$ cat src/rtl/pes_fb_sipo_rx.sv
`default_nettype none
// ============================================================================
//  Module   : pes_fb_sipo_rx
//  Purpose  : LSB-first serial-to-parallel receiver with valid/ready output,
//             sticky abort/overrun flags and a wrapping frame counter.
//  Revision : 1.0  initial release
// ============================================================================
module pes_fb_sipo_rx #(
    parameter int WIDTH = 4,
    parameter int CNT_W = 8
) (
    input  logic             clk,
    input  logic             rst_n,
    input  logic             sin,
    input  logic             start,
    output logic [WIDTH-1:0] out_data,
    output logic             out_valid,
    input  logic             out_ready,
    output logic             busy,
    output logic             frame_err,
    output logic             overrun,
    input  logic             err_clr,
    output logic [CNT_W-1:0] frame_cnt
);

    localparam int              BC_W       = (WIDTH > 2) ? $clog2(WIDTH) : 1;
    localparam logic [BC_W-1:0] c_LAST_IDX = BC_W'(WIDTH - 1);
    localparam logic [BC_W-1:0] c_BC_ONE   = BC_W'(1);
    localparam logic [CNT_W-1:0] c_CNT_ONE = CNT_W'(1);

    typedef enum logic [0:0] {
        IDLE  = 1'b0,
        SHIFT = 1'b1
    } state_t;

    state_t           r_state;
    state_t           w_state_next;
    logic [WIDTH-1:0] r_shreg;
    logic [BC_W-1:0]  r_bitcnt;
    logic [WIDTH-1:0] r_out_data;
    logic             r_out_valid;
    logic             r_frame_err;
    logic             r_overrun;
    logic [CNT_W-1:0] r_frame_cnt;

    logic w_restart;
    logic w_capture;
    logic w_abort;
    logic w_complete;
    logic w_out_free;

    always_ff @(posedge clk or negedge rst_n) begin
        if (!rst_n) begin
            r_state <= IDLE;
        end else begin
            r_state <= w_state_next;
        end
    end

    always_comb begin
        w_state_next = r_state;
        w_restart    = 1'b0;
        w_capture    = 1'b0;
        w_abort      = 1'b0;
        w_complete   = 1'b0;
        case (r_state)
            IDLE: begin
                if (start) begin
                    w_restart    = 1'b1;
                    w_state_next = SHIFT;
                end
            end
            SHIFT: begin
                if (start) begin
                    w_restart = 1'b1;
                    w_abort   = 1'b1;
                end else begin
                    w_capture = 1'b1;
                    if (r_bitcnt == c_LAST_IDX) begin
                        w_complete   = 1'b1;
                        w_state_next = IDLE;
                    end
                end
            end
            default: w_state_next = IDLE;
        endcase
    end

    // A slot is free if empty, or being drained by the consumer this cycle.
    assign w_out_free = !r_out_valid || out_ready;

    always_ff @(posedge clk or negedge rst_n) begin
        if (!rst_n) begin
            r_shreg  <= '0;
            r_bitcnt <= '0;
        end else if (w_restart) begin
            r_shreg[0] <= sin;
            r_bitcnt   <= c_BC_ONE;
        end else if (w_capture) begin
            r_shreg[r_bitcnt] <= sin;
            r_bitcnt          <= w_complete ? '0 : (r_bitcnt + c_BC_ONE);
        end
    end

    always_ff @(posedge clk or negedge rst_n) begin
        if (!rst_n) begin
            r_out_data  <= '0;
            r_out_valid <= 1'b0;
            r_frame_cnt <= '0;
        end else if (w_complete && w_out_free) begin
            r_out_data  <= {sin, r_shreg[WIDTH-2:0]};
            r_out_valid <= 1'b1;
            r_frame_cnt <= r_frame_cnt + c_CNT_ONE;
        end else if (r_out_valid && out_ready) begin
            r_out_valid <= 1'b0;
        end
    end

    // Set events take priority over a simultaneous clear.
    always_ff @(posedge clk or negedge rst_n) begin
        if (!rst_n) begin
            r_frame_err <= 1'b0;
            r_overrun   <= 1'b0;
        end else begin
            if (w_abort) begin
                r_frame_err <= 1'b1;
            end else if (err_clr) begin
                r_frame_err <= 1'b0;
            end
            if (w_complete && !w_out_free) begin
                r_overrun <= 1'b1;
            end else if (err_clr) begin
                r_overrun <= 1'b0;
            end
        end
    end

    assign out_data  = r_out_data;
    assign out_valid = r_out_valid;
    assign busy      = (r_state == SHIFT);
    assign frame_err = r_frame_err;
    assign overrun   = r_overrun;
    assign frame_cnt = r_frame_cnt;

endmodule
`default_nettype wire
$ cat config.mk
export PLATFORM = sky130hd
export DESIGN_NAME = pes_fb_sipo_rx
export DESIGN_NICKNAME = d
export VERILOG_FILES = /design/src/rtl/pes_fb_sipo_rx.sv
export SDC_FILE = /design/constraint.sdc
export NUM_CORES = 1
export LEC_CHECK = 0
export ABC_AREA = 1
export CORE_MARGIN = 2
export CORE_UTILIZATION = 52
export DETAILED_ROUTE_END_ITERATION = 12
export GPL_ROUTABILITY_DRIVEN = 0
export GPL_TIMING_DRIVEN = 0
export PLACE_DENSITY = 0.78
export SKIP_LAST_GASP = 1
export SYNTH_ARGS = -nofsm -noshare
export SYNTH_HDL_FRONTEND = slang
export SYNTH_SLANG_ARGS = --single-unit
$ cat constraint.sdc
create_clock -name clk -period 3.3 [get_ports clk]
set_input_delay 0.33 -clock clk [delete_from_list [all_inputs] [get_ports clk]]
set_output_delay 0.33 -clock clk [all_outputs]
set_load 0.02 [all_outputs]
# Yosys cells after proc, flatten, opt, wreduce, memory -nomap -nowiden
# Index checks and enable logic that the tools add are counted.
totals:
  reg_bits: 22
  output_inout_bits: 16
op_classes:
  n_addsub: 2
  n_lt_le_gt_ge: 2
  eq_ne: 1
  muxes: 23
  n_bitwise: 2
  n_reduce_logical: 12
op_table:
  columns: ["op", "count"]
  rows:
  - ["1-bit 2-to-1 mux", 17]
  - ["8-bit by 1-bit adder with 8-bit output, second input constant", 1]
  - ["2-bit nonzero test", 4]
  - ["2-bit 2-to-1 mux", 3]
  - ["4-bit bitwise mux", 1]
  - ["1-bit logical AND", 4]
  - ["2-bit by 3-bit < comparator with 1-bit output, second input constant", 1]
  - ["2-bit by 1-bit adder with 2-bit output, second input constant", 1]
  - ["1-bit demux with 2-bit select", 1]
  - ["2-bit equality test, second input constant", 1]
  - ["2-bit by 1-bit >= comparator with 1-bit output, second input constant", 1]
  - ["1-bit logical NOT", 2]
  - ["1-bit NOT", 2]
  - ["1-bit case mux with 2 select lines", 1]
  - ["2-bit AND reduction", 1]
  - ["1-bit logical OR", 1]

# Logic depth before layout (Yosys ltp)
depth:
  ltp_word: 7
  ltp_mapped: 7
  depth_no_buf: 7

# Worst setup path before layout
# No wires, ideal clock.
synth_timing:
  kind: "register -> register"
  from: "register r_frame_cnt[0] (netlist: frame_cnt[0])"
  to: "register r_frame_cnt[6] (netlist: frame_cnt[6])"
  setup_time_ns: 0.117
  t_arrival_ns: 1.132
  slack_ns: 2.051
  stages_incl_launch_ff: 7
  path_buffers: 0
  path_cell_list: "dfrtp_1 > ha_1 > nand3_1 > nor2_1 > nand2_1 > nand2_1 > nand2_1"
synth_between:
  elab_chain_len: 1
synth_rtl:
  columns: ["item", "line_no", "text"]
  rows:
  - ["from (decl)", "44", "logic [CNT_W-1:0] r_frame_cnt;"]
  - ["from (signal assigned)", "113", "r_frame_cnt <= r_frame_cnt + c_CNT_ONE;"]
  - ["8-bit by 1-bit adder with 8-bit output", "113", null]
# No other way between the ends.
# A chain may end at the register's enable or synchronous reset.

# Worst setup path in the final report
layout_timing:
  from: "register r_state (netlist: busy)"
  to: "output busy"
layout_lines:
  columns: ["item", "line_no", "text"]
  rows:
  - ["from (decl)", "36", "state_t r_state;"]
  - ["from (signal assigned)", "56", "r_state <= w_state_next;"]
  - ["to (decl)", "19", "output logic busy,"]
# No word-level cell between the ends.

==> flow_summary.yaml <==
setup_path:
  crit_arrival_ps: 1400
  crit_fanout: 6
  required_ps: 2970
  crit_chain: "clkdlybuf4s50_1"
  cp_slowest_stage_delay_ps: 640
  path_delay_family: "buffers and inverters"
  crit_buf_inv: 1
  slowest_stage: "clkdlybuf4s50_1"
  cp-start-kind: "flip-flop"
  cp-end-kind: "primary output"
  worstSetupPathType: "reg2out"
cells_and_area:
  mostFrequentLayoutCells: "43 x nand2_1, 21 x dfrtp_1, 21 x clkdlybuf4s50_1, 13 x inv_1, 6 x o21ai_0"
  drive_above_1_share_pct: 7.30
  nNetsFinal: 149
  area_delta_synth_final_pct: 26.9
  diodes: 0
  multiInputGateArea_um2: 402
  seqCellArea_um2: 526
  fillCellCount: 161
  final_util_pct: 71.6
  layout_commonest_cell: "nand2_1"
clock_tree:
  cts_hold_buf: 0
  clkTransAtPathRegs_ps: 110
  clock-sinks: 21
  ctsLongestPathBuffers: 2
  cts_setup_buffers: 0
  cts-resized-gates: 0
  cts_buffers: 3
  insertion_delay_ps: 300
  cts_tree: "done"
  cts.root.buffer_cell: "clkbuf_4"
  h-tree-depth: 1
power:
  power_mw: 0.887
  combPwrFrac_pct: 40.9
  p_leak_nw: 0.618
  clockPowerShare_pct: 13.8
  power.switching_mw: 0.338
  power.density_nw_per_um2: 703
  switching_share_pct: 38.1
  intPower_mw: 0.549
  peakVddDrop_mv: 0.642
  power_frac_seq_pct: 45.4
hold_path:
  holdCritPathClass: "reg2reg"
placement:
  dp_hpwl_mm: 1.38
  numPortBuffers: 21
sta:
  fin_tns_setup_ps: 0
  whs_ps: 485
  worstMarginPinSlew_ps: 920
  fin_crit_ps: 1730
  fin_crit_sh_pct: 52.5
  relSlewSlack_pct: 38.4
  slew_viol_final: 0
  worst_clock_skew_ps: 4.27
  rsz0062_at_grt: "false"
  setup_viol: 0
  finalHoldViolCount: 0
  max_freq_mhz: 577
yosys:
  syn-num-nets: 123
  syn_area_per_cell_um2: 8.88
  synth-seq-area-share_pct: 52.8
  synth-seq-cells: 21
  yosys_warnings: 0
  synth_area_um2: 995
  synth.distinct_cells: 17
  postSynthCellCount: 112
grt:
  grt_use_total_pct: 18.8
  gr-total-overflow: 0
  grt_pass1_wl_mm: 2.90
  grt_start_max_net_pins: 22
  grt_pass1_vias: 705
  antenna_found_initial: 0
floorplanning:
  chipHeight_um: 47.7
  core_um2: 1760
  die_w_um: 47.7
  die_area_um2: 2280
  start_util_pct: 56.4
  rows: 15
  io_pins: 22
flow_run:
  max_cap_violations: 0
drt:
  drc: 0
  wl_mm: 1.79
  drt_iter0_markers: 10
  vias_per_cell: 4.73
  drtAntennaViolNets: 0
  num_vias: 766
  wl_per_cell_um: 11.0
  dr.pass1.iters: 4
status:
  status: "completed"
[metrics by stage]
| step | instances | worst slack (ps) | area, um^2 |
|---|---|---|---|
| 2_1_floorplan | 112 | 2050 | 995 |
| 4_1_cts | 162 | 1550 | 1260 |
| 5_1_grt | 162 | 1510 | 1260 |
| 6_report | 162 | 1570 | 1260 |
| 3_3_place_gp | 158 | 1720 | 1240 |
| 3_5_place_dp | 158 | 1700 | 1240 |
[power groups by stage]
stage | clock (mW) | sequential [mW] | combinational (mW)
after floorplan | 0 | 0.462 | 0.152
after global placement | 0 | 0.404 | 0.356
after detailed placement | 0 | 0.407 | 0.367
after CTS | 0.128 | 0.403 | 0.368
after global routing | 0.136 | 0.415 | 0.400
final | 0.122 | 0.402 | 0.363
[logic make-up after synthesis]
family	share of synthesized area (%)
adders and majority gates	6.29
xor gates and xnor gates	4.28
AOI/OAI and AO/OA	5.53
and+or+nand+nor	24.3
buffers and inverters	6.79
DFF	52.8
[synth_stat cells, drive strengths merged]
cell type | number | area share (%)
nand2 | 43 | 16
dfrtp | 21 | 53
inv | 15 | 5.7
nor2 | 6 | 3.0
o21ai | 6 | 3.0
ha | 5 | 6.3
nand3 | 5 | 3.5
xnor2 | 3 | 2.6
nand3b | 2 | 1.5
o22ai | 2 | 1.3
a21oi | 1 | 0.50
buf | 1 | 1.1
o31ai | 1 | 0.75
xor2 | 1 | 1.6
[area by class of cell]
type	count	area share, %
multi-input cells	75	31.8
repair buffers	21	16.7
well taps	25	2.48
plain buffers	1	0.892
flip-flops and latches	21	41.6
inverters	15	4.46
clock buffers	4	2.08
[registers in the layout (all words and copies together), names as in the netlist]
register and count:
frame_cnt 8, out_data 4, r_shreg 3, r_bitcnt 2, busy 1, frame_err 1, out_valid 1, overrun 1
[worst min-delay path, cell delays in order (launching register included)]
cell	delay, ps
dfrtp_1	360
nand2_1	50
nand2_1	50
[final timing paths]
kind / startpoint / to / slack [ps] / cells after the start
min reg2reg: out_data[1] / out_data[1] / 490 / 2
min in group asynchronous: rst_n / r_shreg[2] / 530 / 1
max: busy / busy / 1570 / 1
max reg2reg: r_bitcnt[0] / frame_cnt[5] / 1970 / 6
max in group asynchronous: rst_n / out_data[2] / 2210 / 1
min: out_data[1] / out_data[1] / 490 / 2
[layer usage]
layer	track usage (%)	vias up	routed length, um
li1	-	395	-
met1	21.9	354	811
met2	33.6	13	906
met3	2.26	4	39
met4	9.73	0	29
met5	0	-	0
No activity file was read; power rests on OpenSTA's default activity.
